File: src/rtl/hyst_monitor_pkg.sv
// Shared types and helpers for the hysteresis threshold monitor.
//   state_e    : filtered-state FSM encoding
//   cnt_width  : bits needed to count 0..persist
package hyst_monitor_pkg;

  typedef enum logic [1:0] {
    BELOW   = 2'd0,
    PEND_UP = 2'd1,
    ABOVE   = 2'd2,
    PEND_DN = 2'd3
  } state_e;

  // ceil(log2(persist+1)), minimum 1
  function automatic int unsigned cnt_width(input int unsigned persist);
    int unsigned w;
    w = 1;
    while ((32'd1 << w) < persist + 1) w++;
    return w;
  endfunction

endpackage

File: src/rtl/hyst_threshold_monitor_band_compare.sv
// Combinational band / compare logic for the threshold monitor.
// Ports:
//   data      : unsigned sample
//   thr, hyst : threshold T and hysteresis half-band H
//   eq/gt/lt  : sample ==, >, < T
//   rise_cond : sample > min(T+H, max)
//   fall_cond : sample < max(T-H, 0)
module band_compare #(
  parameter int unsigned DATA_WIDTH = 13
) (
  input  logic [DATA_WIDTH-1:0] data,
  input  logic [DATA_WIDTH-1:0] thr,
  input  logic [DATA_WIDTH-1:0] hyst,
  output logic                  eq,
  output logic                  gt,
  output logic                  lt,
  output logic                  rise_cond,
  output logic                  fall_cond
);

  logic [DATA_WIDTH:0]   sum;
  logic [DATA_WIDTH:0]   diff;
  logic [DATA_WIDTH-1:0] upper;
  logic [DATA_WIDTH-1:0] lower;

  always_comb begin
    sum   = {1'b0, thr} + {1'b0, hyst};
    diff  = {1'b0, thr} - {1'b0, hyst};
    // carry out of T+H saturates high; borrow out of T-H saturates low
    upper = sum[DATA_WIDTH]  ? '1 : sum[DATA_WIDTH-1:0];
    lower = diff[DATA_WIDTH] ? '0 : diff[DATA_WIDTH-1:0];
    eq        = (data == thr);
    gt        = (data > thr);
    lt        = (data < thr);
    rise_cond = (data > upper);
    fall_cond = (data < lower);
  end

endmodule

File: src/rtl/hyst_threshold_monitor.sv
// Registered threshold comparator with hysteresis and persistence filter.
// Ports:
//   i_clk, i_rst_n        : clock, async active-low reset
//   i_valid, i_data_A     : sample qualifier and unsigned sample
//   i_thr_load, i_thr,
//   i_hyst                : load new threshold T and hysteresis H
//   o_valid               : registered i_valid
//   o_aeb/o_agb/o_alb     : sample ==, >, < T (held when idle)
//   o_above               : filtered state, 1 = above
//   o_rise/o_fall         : one-cycle transition pulses
module hyst_threshold_monitor
  import hyst_monitor_pkg::*;
#(
  parameter int unsigned DATA_WIDTH     = 13,
  parameter int unsigned THRESH_DEFAULT = 10,
  parameter int unsigned HYST_DEFAULT   = 0,
  parameter int unsigned PERSIST        = 3
) (
  input  logic                  i_clk,
  input  logic                  i_rst_n,
  input  logic                  i_valid,
  input  logic [DATA_WIDTH-1:0] i_data_A,
  input  logic                  i_thr_load,
  input  logic [DATA_WIDTH-1:0] i_thr,
  input  logic [DATA_WIDTH-1:0] i_hyst,
  output logic                  o_valid,
  output logic                  o_aeb,
  output logic                  o_agb,
  output logic                  o_alb,
  output logic                  o_above,
  output logic                  o_rise,
  output logic                  o_fall
);

  localparam int unsigned CW = cnt_width(PERSIST);

  logic [DATA_WIDTH-1:0] thr_q, thr_d;
  logic [DATA_WIDTH-1:0] hyst_q, hyst_d;
  state_e                state_q, state_d;
  logic [CW-1:0]         cnt_q, cnt_d;
  logic                  valid_q, valid_d;
  logic                  aeb_q, aeb_d;
  logic                  agb_q, agb_d;
  logic                  alb_q, alb_d;
  logic                  above_q, above_d;
  logic                  rise_q, rise_d;
  logic                  fall_q, fall_d;

  logic eq, gt, lt, rise_cond, fall_cond;

  band_compare #(
    .DATA_WIDTH(DATA_WIDTH)
  ) u_band (
    .data      (i_data_A),
    .thr       (thr_q),
    .hyst      (hyst_q),
    .eq        (eq),
    .gt        (gt),
    .lt        (lt),
    .rise_cond (rise_cond),
    .fall_cond (fall_cond)
  );

  always_comb begin
    thr_d   = thr_q;
    hyst_d  = hyst_q;
    valid_d = i_valid;
    aeb_d   = aeb_q;
    agb_d   = agb_q;
    alb_d   = alb_q;
    if (i_thr_load) begin
      thr_d  = i_thr;
      hyst_d = i_hyst;
    end
    if (i_valid) begin
      aeb_d = eq;
      agb_d = gt;
      alb_d = lt;
    end
  end

  always_comb begin
    state_d = state_q;
    cnt_d   = cnt_q;
    rise_d  = 1'b0;
    fall_d  = 1'b0;
    // A load abandons any pending transition; stable states still evaluate
    // the same-cycle sample against the old T/H.
    if (i_thr_load && state_q == PEND_UP) begin
      state_d = BELOW;
      cnt_d   = '0;
    end else if (i_thr_load && state_q == PEND_DN) begin
      state_d = ABOVE;
      cnt_d   = '0;
    end else if (i_valid) begin
      unique case (state_q)
        BELOW: begin
          if (rise_cond) begin
            if (PERSIST == 1) begin
              state_d = ABOVE;
              rise_d  = 1'b1;
            end else begin
              state_d = PEND_UP;
              cnt_d   = CW'(1);
            end
          end
        end
        PEND_UP: begin
          if (!rise_cond) begin
            state_d = BELOW;
            cnt_d   = '0;
          end else if (cnt_q == CW'(PERSIST - 1)) begin
            state_d = ABOVE;
            cnt_d   = '0;
            rise_d  = 1'b1;
          end else begin
            cnt_d = cnt_q + CW'(1);
          end
        end
        ABOVE: begin
          if (fall_cond) begin
            if (PERSIST == 1) begin
              state_d = BELOW;
              fall_d  = 1'b1;
            end else begin
              state_d = PEND_DN;
              cnt_d   = CW'(1);
            end
          end
        end
        PEND_DN: begin
          if (!fall_cond) begin
            state_d = ABOVE;
            cnt_d   = '0;
          end else if (cnt_q == CW'(PERSIST - 1)) begin
            state_d = BELOW;
            cnt_d   = '0;
            fall_d  = 1'b1;
          end else begin
            cnt_d = cnt_q + CW'(1);
          end
        end
        default: begin
          state_d = BELOW;
          cnt_d   = '0;
        end
      endcase
    end
    above_d = (state_d == ABOVE) || (state_d == PEND_DN);
  end

  always_ff @(posedge i_clk or negedge i_rst_n) begin
    if (!i_rst_n) begin
      thr_q   <= DATA_WIDTH'(THRESH_DEFAULT);
      hyst_q  <= DATA_WIDTH'(HYST_DEFAULT);
      state_q <= BELOW;
      cnt_q   <= '0;
      valid_q <= 1'b0;
      aeb_q   <= 1'b0;
      agb_q   <= 1'b0;
      alb_q   <= 1'b0;
      above_q <= 1'b0;
      rise_q  <= 1'b0;
      fall_q  <= 1'b0;
    end else begin
      thr_q   <= thr_d;
      hyst_q  <= hyst_d;
      state_q <= state_d;
      cnt_q   <= cnt_d;
      valid_q <= valid_d;
      aeb_q   <= aeb_d;
      agb_q   <= agb_d;
      alb_q   <= alb_d;
      above_q <= above_d;
      rise_q  <= rise_d;
      fall_q  <= fall_d;
    end
  end

  assign o_valid = valid_q;
  assign o_aeb   = aeb_q;
  assign o_agb   = agb_q;
  assign o_alb   = alb_q;
  assign o_above = above_q;
  assign o_rise  = rise_q;
  assign o_fall  = fall_q;

endmodule

File: config.mk
export PLATFORM = sky130hd
export DESIGN_NAME = hyst_threshold_monitor
export DESIGN_NICKNAME = d
export VERILOG_FILES = /design/src/rtl/hyst_monitor_pkg.sv /design/src/rtl/hyst_threshold_monitor_band_compare.sv /design/src/rtl/hyst_threshold_monitor.sv
export SDC_FILE = /design/constraint.sdc
export NUM_CORES = 1
export LEC_CHECK = 0
export CAP_MARGIN = 20
export CORE_MARGIN = 5
export CORE_UTILIZATION = 56
export CTS_CLUSTER_DIAMETER = 100
export CTS_CLUSTER_SIZE = 8
export DETAILED_ROUTE_END_ITERATION = 6
export PLACE_DENSITY = 0.81
export SYNTH_ARGS = -nofsm -noshare
export SYNTH_HDL_FRONTEND = slang
export SYNTH_SLANG_ARGS = --single-unit
File: constraint.sdc
create_clock -name i_clk -period 5.5 [get_ports i_clk]
set_clock_uncertainty 0.15 [all_clocks]
set_input_delay 1.65 -clock i_clk [delete_from_list [all_inputs] [get_ports i_clk]]
set_output_delay 1.65 -clock i_clk [all_outputs]
set_load 0.05 [all_outputs]
# After elaboration in Yosys (flattened, before gate mapping)
# Cells that the tools add are included.
[totals] ff_bits=37 inputBits=43 output_inout_bits=7 word_cells=65
[op_classes] magnitude_cmp=4 addsub=3 muxes=32 eq_ne=9 n_reduce_logical=6
[op_table] op="2-bit two-way mux" count=17
[op_table] op="13-bit greater-than comparator" count=2
[op_table] op="13-bit < comparator" count=2
[op_table] op="13-bit two-way mux" count=2
[op_table] op="2-bit one-hot mux with 4 select lines" count=2
[op_table] op="13-bit by 13-bit adder with 14-bit output" count=1
[op_table] op="13-bit by 13-bit subtractor with 14-bit output" count=1
[op_table] op="13-bit equality test" count=1
[op_table] op="1-bit two-way mux" count=11
[op_table] op="2-bit equality test (second input constant)" count=5
[op_table] op="4-bit inequality test (second input constant)" count=2
[op_table] op="3-bit AND reduction" count=1
[op_table] op="3-bit nonzero test" count=1
[op_table] op="2-bit by 1-bit adder with 2-bit output (second input constant)" count=1
[op_table] op="2-bit by 1-bit equality test with 1-bit output (second input constant)" count=1
[op_table] op="1-bit logical AND" count=2
[op_table] op="2-bit zero test" count=1
[op_table] op="1-bit logical OR" count=1

# Logic depth before layout (Yosys ltp)
[depth] ltp_word=10 ltp_mapped=19 ltp_nobuf=18

# Cells and area by module
# Synthesis repeated with hierarchy kept, for this count alone.
[hier_totals] cells_unflattened=410 hier_area_um2=3704.8
[by_module_without_submodules] mod="band_compare" n_inst=1 area_per_inst_um2=2272.2 cells_per_inst=319 seq_area_each_um2=0.0
[by_module_without_submodules] mod="hyst_threshold_monitor" n_inst=1 area_per_inst_um2=1432.6 cells_per_inst=91 seq_area_each_um2=928.4

# Worst setup path after synthesis
# OpenSTA, ideal clock, no wires.
[synth_path] path_kind="reg-to-reg" startpoint="reg thr_q[1]" endpoint="reg cnt_q[1]" setup_time_ns=0.076 slack_ns=1.654 path_stages_with_launch=17 arrival_ns=3.619 period_less_slack_ns=3.846 t_required_ns=5.274 path_buffers=1 path_cell_list="dfstp_2 > ha_1 > nand2b_1 > a221oi_2 > o22ai_1 > o41ai_2 > a21oi_1 > nor2_1 > buf_4 > nor3_1 > ha_1 > and3_1 > nand4_1 > or3_1 > and4_1 > o31a_2 > o21ai_1"
[synth_via] elab_chain_cells=8 elab_cells_between_ends=15 cone_classes="add/sub (2); order compare (2); eq/ne (2); mux (8); reduce/logical (1)"
[synth_rtl] item="from (decl)" line_no="hyst_threshold_monitor.sv:37" text="logic [DATA_WIDTH-1:0] thr_q, thr_d;"
[synth_rtl] item="from (signal assigned)" line_no="hyst_threshold_monitor.sv:154" text="thr_q <= DATA_WIDTH'(THRESH_DEFAULT);"
[synth_rtl] item="from (signal assigned)" line_no="hyst_threshold_monitor.sv:166" text="thr_q <= thr_d;"
[synth_rtl] item="13-bit by 13-bit subtractor with 14-bit output / 13-bit by 13-bit adder with 14-bit output (equally long branches)" line_no="hyst_threshold_monitor_band_compare.sv:28, hyst_threshold_monitor_band_compare.sv:27"
[synth_rtl] item="13-bit two-way mux, on equally long branches" line_no="hyst_threshold_monitor_band_compare.sv:31, hyst_threshold_monitor_band_compare.sv:30"
[synth_rtl] item="13-bit < comparator / 13-bit greater-than comparator (equally long branches)" line_no="hyst_threshold_monitor_band_compare.sv:36, hyst_threshold_monitor_band_compare.sv:35"
[synth_rtl] item="2-bit two-way mux, on equally long branches" line_no="hyst_threshold_monitor.sv:132, hyst_threshold_monitor.sv:109"
[synth_rtl] item="2-bit one-hot mux with 4 select lines" line_no="hyst_threshold_monitor.sv:96" text="unique case (state_q)"
[synth_rtl] item="2-bit two-way mux" line_no="hyst_threshold_monitor.sv:95" text="end else if (i_valid) begin"
[synth_rtl] item="2-bit two-way mux" line_no="hyst_threshold_monitor.sv:92" text="end else if (i_thr_load && state_q == PEND_DN) begin"
[synth_rtl] item="2-bit two-way mux" line_no="hyst_threshold_monitor.sv:89" text="if (i_thr_load && state_q == PEND_UP) begin"
[synth_rtl] item="to (signal assigned)" line_no="hyst_threshold_monitor.sv:169" text="cnt_q <= cnt_d;"
[synth_rtl] item="to (decl)" line_no="hyst_threshold_monitor.sv:40" text="logic [CW-1:0] cnt_q, cnt_d;"
# Parallel ways exist; a longest one is shown, timed or not. The select of a mux whose other input is x is not followed.
# A chain may end at the register's enable or synchronous reset.

# Final worst setup path
[layout_path] startpoint="reg hyst_q[1]" endpoint="reg cnt_q[1]"
[layout_via] elab_chain_cells=8 elab_cells_between_ends=15 cone_classes="add/sub (2); order compare (2); eq/ne (2); mux (8); reduce/logical (1)"
[layout_rtl] item="from (decl)" line_no="hyst_threshold_monitor.sv:38" text="logic [DATA_WIDTH-1:0] hyst_q, hyst_d;"
[layout_rtl] item="from (signal assigned)" line_no="hyst_threshold_monitor.sv:155" text="hyst_q <= DATA_WIDTH'(HYST_DEFAULT);"
[layout_rtl] item="from (signal assigned)" line_no="hyst_threshold_monitor.sv:167" text="hyst_q <= hyst_d;"
[layout_rtl] item="13-bit by 13-bit subtractor with 14-bit output / 13-bit by 13-bit adder with 14-bit output (equally long branches)" line_no="hyst_threshold_monitor_band_compare.sv:28, hyst_threshold_monitor_band_compare.sv:27"
[layout_rtl] item="13-bit two-way mux, on equally long branches" line_no="hyst_threshold_monitor_band_compare.sv:31, hyst_threshold_monitor_band_compare.sv:30"
[layout_rtl] item="13-bit < comparator / 13-bit greater-than comparator (equally long branches)" line_no="hyst_threshold_monitor_band_compare.sv:36, hyst_threshold_monitor_band_compare.sv:35"
[layout_rtl] item="2-bit two-way mux, on equally long branches" line_no="hyst_threshold_monitor.sv:132, hyst_threshold_monitor.sv:109"
[layout_rtl] item="2-bit one-hot mux with 4 select lines" line_no="hyst_threshold_monitor.sv:96"
[layout_rtl] item="2-bit two-way mux" line_no="hyst_threshold_monitor.sv:95"
[layout_rtl] item="2-bit two-way mux" line_no="hyst_threshold_monitor.sv:92"
[layout_rtl] item="2-bit two-way mux" line_no="hyst_threshold_monitor.sv:89"
# Parallel ways exist; a longest one is shown, timed or not. The select of a mux whose other input is x is not followed.

==> reports/qor.csv <==
metric;value;unit
FF-to-FF End;cnt_q[1]$_DFFE_PN0P_;
global route overflow;0;
final number of max-transition violations;0;
Setup Buffers After CTS;0;
vias per inst;5.75;
Setup TNS;0;ns
WS Path Type;flip-flop to flip-flop;
worst hold start;state_q[1]$_DFF_PN0_;
Critical Path Sink Type;flip-flop;
Final Power;1.12;mW
DRC Markers;0;
Sw Ratio;42.0;%
# clock sinks;37;
max-cap viol count;0;
post-DR wirelength/cell;16.5;µm
combinational power share;52.5;%
wirelength, routed;9100;µm
Critical-path top delay cell;nor2_1;
Post-CTS Resized;0;
# H-tree levels;2;
Mean Syn Cell Area;8.46;µm²
Vias;3181;
aggregate global-route resource usage;22.3;%
CP top delay family;simple AND/OR/NAND/NOR gates;
Syn Inst Count;435;
Die ar.;0.00829;mm²
# fillers;560;
RSZ-0062 raised after global routing;no;
RR Startpoint;hyst_q[1]$_DFFE_PN0P_;
share of cells above drive strength 1;7.14;%
crit path DAT;4.64;ns
Clock transition at path regs;0.08;ns
Final Cycle Share;82.9;%
Fin Hold WS;0.280;ns
Leak Pwr;1.91;nW
multi-input logic area;0.00247;mm²
r2r setup slk;0.94;ns
Tightest Hold Check Type;flip-flop to flip-flop;
Slew HR;41.7;%
IO Pins;50;
sequential share of power;30.1;%
Final Hold Violating Endpoints;0;
Worst Tran Pin Value;0.874;ns
top_reg_cell synth;dfrtp_1;
Seq. cell area;928;µm²
status;finished clean;
global-route wire length before repair;15300;µm
crit path buf inv count;1;
crit path launch type;flip-flop;
Final Critical Period;4.56;ns
Clock Latency Late Sink;0.30;ns
Syn Nets;544;
initial antenna violation count;0;
die height;91.1;µm
Antenna Nets Post-Route;0;
R2R depth;16;
DP Wirelength;7370;µm
number of enable flip-flop cells after synthesis;0;
CP Max Fanout;11;
cts bufs inserted;5;
Worst Hold End;o_rise$_DFF_PN0_;
worst setup margin;0.940;ns
CP max stage delay;0.58;ns
# port buffers;49;
Cell variety after synth;62;
Layout area overhead;14.6;%
Initial Util;57.6;%
die width;91.1;µm
Setup Slack @ Placement;1.01;ns
Detailed Routing Iterations Pass 1;5;
PD cells;265;mW/mm²
Seq/Total Area, Yosys;25.2;%
Setup-failing EPs final;0;
hold depth;1;
Fmax;219;MHz
core area;0.00639;mm²
DRT iter0 DRCs;166;
CTS Buffer Depth;2;
Rows;29;
Crit path required time;5.58;ns
P_sw;469;µW
worst-path cell chain;inv_1 > ha_1 > nand2b_1 > a221oi_2 > o22ai_1 > o41ai_2 > a21oi_1 > nor2_1 > nor3_1 > ha_1 > and3_1 > nand4_1 > or3_1 > and4_1 > o31a_2 > o21ai_1;
Post-Syn Area;0.00368;mm²
CTS root buf;clkbuf_8;
Final Wtd Congestion;0.915;
n_diodes;0;
YS warnings;0;
hold-fix buffer count after cts;0;
ys async rst share;100;%
cell mode on critical path;ha_1;
internal power;648;µW
largest net degree at the start of global routing;56;
number of synthesized register bits;37;
fin nets;584;
Worst VDD drop;208;µV
Clock power frac;17.5;%
CTS tree;done;
vias in the first global route;3178;
-- stage by stage --
stage                     instances  utilization, %  area (µm²)
after floorplan                 435               -        3680
after global placement          545            64.7        4130
after detailed placement        545            64.7        4130
after CTS                       553            66.1        4220
after global routing            553            66.1        4220
final                           553            66.1        4220
-- cells by family (layout without fill, tap and decap cells) --
family	Yosys count	in the layout	share of synthesized area [%]
compound gates	117	117	21.4
xor+xnor	14	14	3.33
fa+ha+maj	66	66	22.8
buf+inv	57	98	7.65
flops	37	37	25.2
mux	3	3	0.918
simple gates	141	141	18.7
-- cells in the final DEF, fill, tap and decap left out, types with 6 or more instances in the layout --
master	instances
ha_1	64
clkdlybuf4s50_1	47
o21a_1	9
nand4_1	7
inv_1	39
dfrtp_1	35
a211oi_1	6
xnor2_1	13
o21ai_0	41
nand2_1	47
nor2_1	43
nand2b_1	8
a21oi_1	24
-- sequential cells by signal, summed over array words and instances, names as in the netlist, 2 cells and up --
name / cells
thr_q: 13
state_q: 2
cnt_q: 2
hyst_q: 13
-- worst max-delay path by stage --
stage	startpoint	end	slack, ns	depth (start not counted)
floorplan	thr_q[1]$_DFFE_PN1P_	cnt_q[1]$_DFFE_PN0P_	1.65	16
global placement	thr_q[1]$_DFFE_PN1P_	cnt_q[1]$_DFFE_PN0P_	1.16	15
detailed placement	hyst_q[1]$_DFFE_PN0P_	cnt_q[1]$_DFFE_PN0P_	1.01	16
CTS	hyst_q[1]$_DFFE_PN0P_	cnt_q[1]$_DFFE_PN0P_	0.99	16
global route	hyst_q[1]$_DFFE_PN0P_	cnt_q[1]$_DFFE_PN0P_	0.60	16
finish	hyst_q[1]$_DFFE_PN0P_	cnt_q[1]$_DFFE_PN0P_	0.94	16
-- per-layer routing --
layer | track usage, % | up-vias | wire length, µm
li1 | - | 1595 | -
met1 | 29.5 | 1495 | 4120
met2 | 38.0 | 79 | 4390
met3 | 3.47 | 12 | 456
met4 | 5.38 | 0 | 138
met5 | 0 | - | 0
-- cell usage after synthesis (2+ instances only) --
| master | count | area share (%) |
|---|---|---|
| buf_2 | 2 | 0.27 |
| a2111oi_0 | 2 | 0.48 |
| nor3_1 | 4 | 0.54 |
| o211ai_1 | 3 | 0.61 |
| and3_1 | 2 | 0.34 |
| a221oi_2 | 2 | 0.82 |
| nor4_1 | 3 | 0.51 |
| nor2b_1 | 5 | 0.85 |
| o22a_1 | 2 | 0.48 |
| nor3b_1 | 2 | 0.41 |
| o22ai_1 | 3 | 0.51 |
| ha_1 | 64 | 22 |
| nand4_1 | 7 | 1.2 |
| buf_6 | 5 | 1.5 |
| dfstp_2 | 2 | 1.4 |
| or3b_2 | 2 | 0.48 |
| o21a_1 | 9 | 1.8 |
| o21bai_1 | 3 | 0.61 |
| xnor2_1 | 13 | 3.1 |
| fa_1 | 2 | 1.1 |
| a211oi_1 | 6 | 1.2 |
| clkbuf_1 | 5 | 0.51 |
| nand2b_1 | 8 | 1.4 |
| o21ai_1 | 3 | 0.41 |
| nor2_1 | 43 | 4.4 |
| buf_4 | 2 | 0.41 |
| mux2_2 | 3 | 0.92 |
| inv_1 | 39 | 4.0 |
| nand2_1 | 47 | 4.8 |
| dfrtp_1 | 35 | 24 |
| or3_1 | 2 | 0.34 |
| nand3_1 | 4 | 0.54 |
| a21oi_1 | 24 | 3.3 |
| nand3b_1 | 2 | 0.41 |
| a31oi_1 | 2 | 0.34 |
| o21ai_0 | 41 | 5.6 |
| o41ai_2 | 2 | 0.88 |
| clkbuf_8 | 2 | 0.75 |
| a21o_1 | 5 | 1.0 |
-- power groups by stage --
stage,sequential [mW],combinational (mW),clock (mW)
floorplan,0.349,0.426,0
finish,0.336,0.586,0.195
CTS,0.336,0.583,0.202
global route,0.341,0.659,0.218
global placement,0.338,0.568,0
detailed placement,0.341,0.579,0
-- area by class of cell --
class / count / share of cell area [%]
Clock buffer: 5 / 1.63
Inverter: 40 / 3.56
Timing Repair Buffer: 50 / 11.6
Clock inverter: 3 / 0.415
Multi-Input combinational cell: 341 / 58.6
Sequential cell: 37 / 22.0
Tap cell: 77 / 2.28
Note: power is estimated with default switching activity, not from simulation.
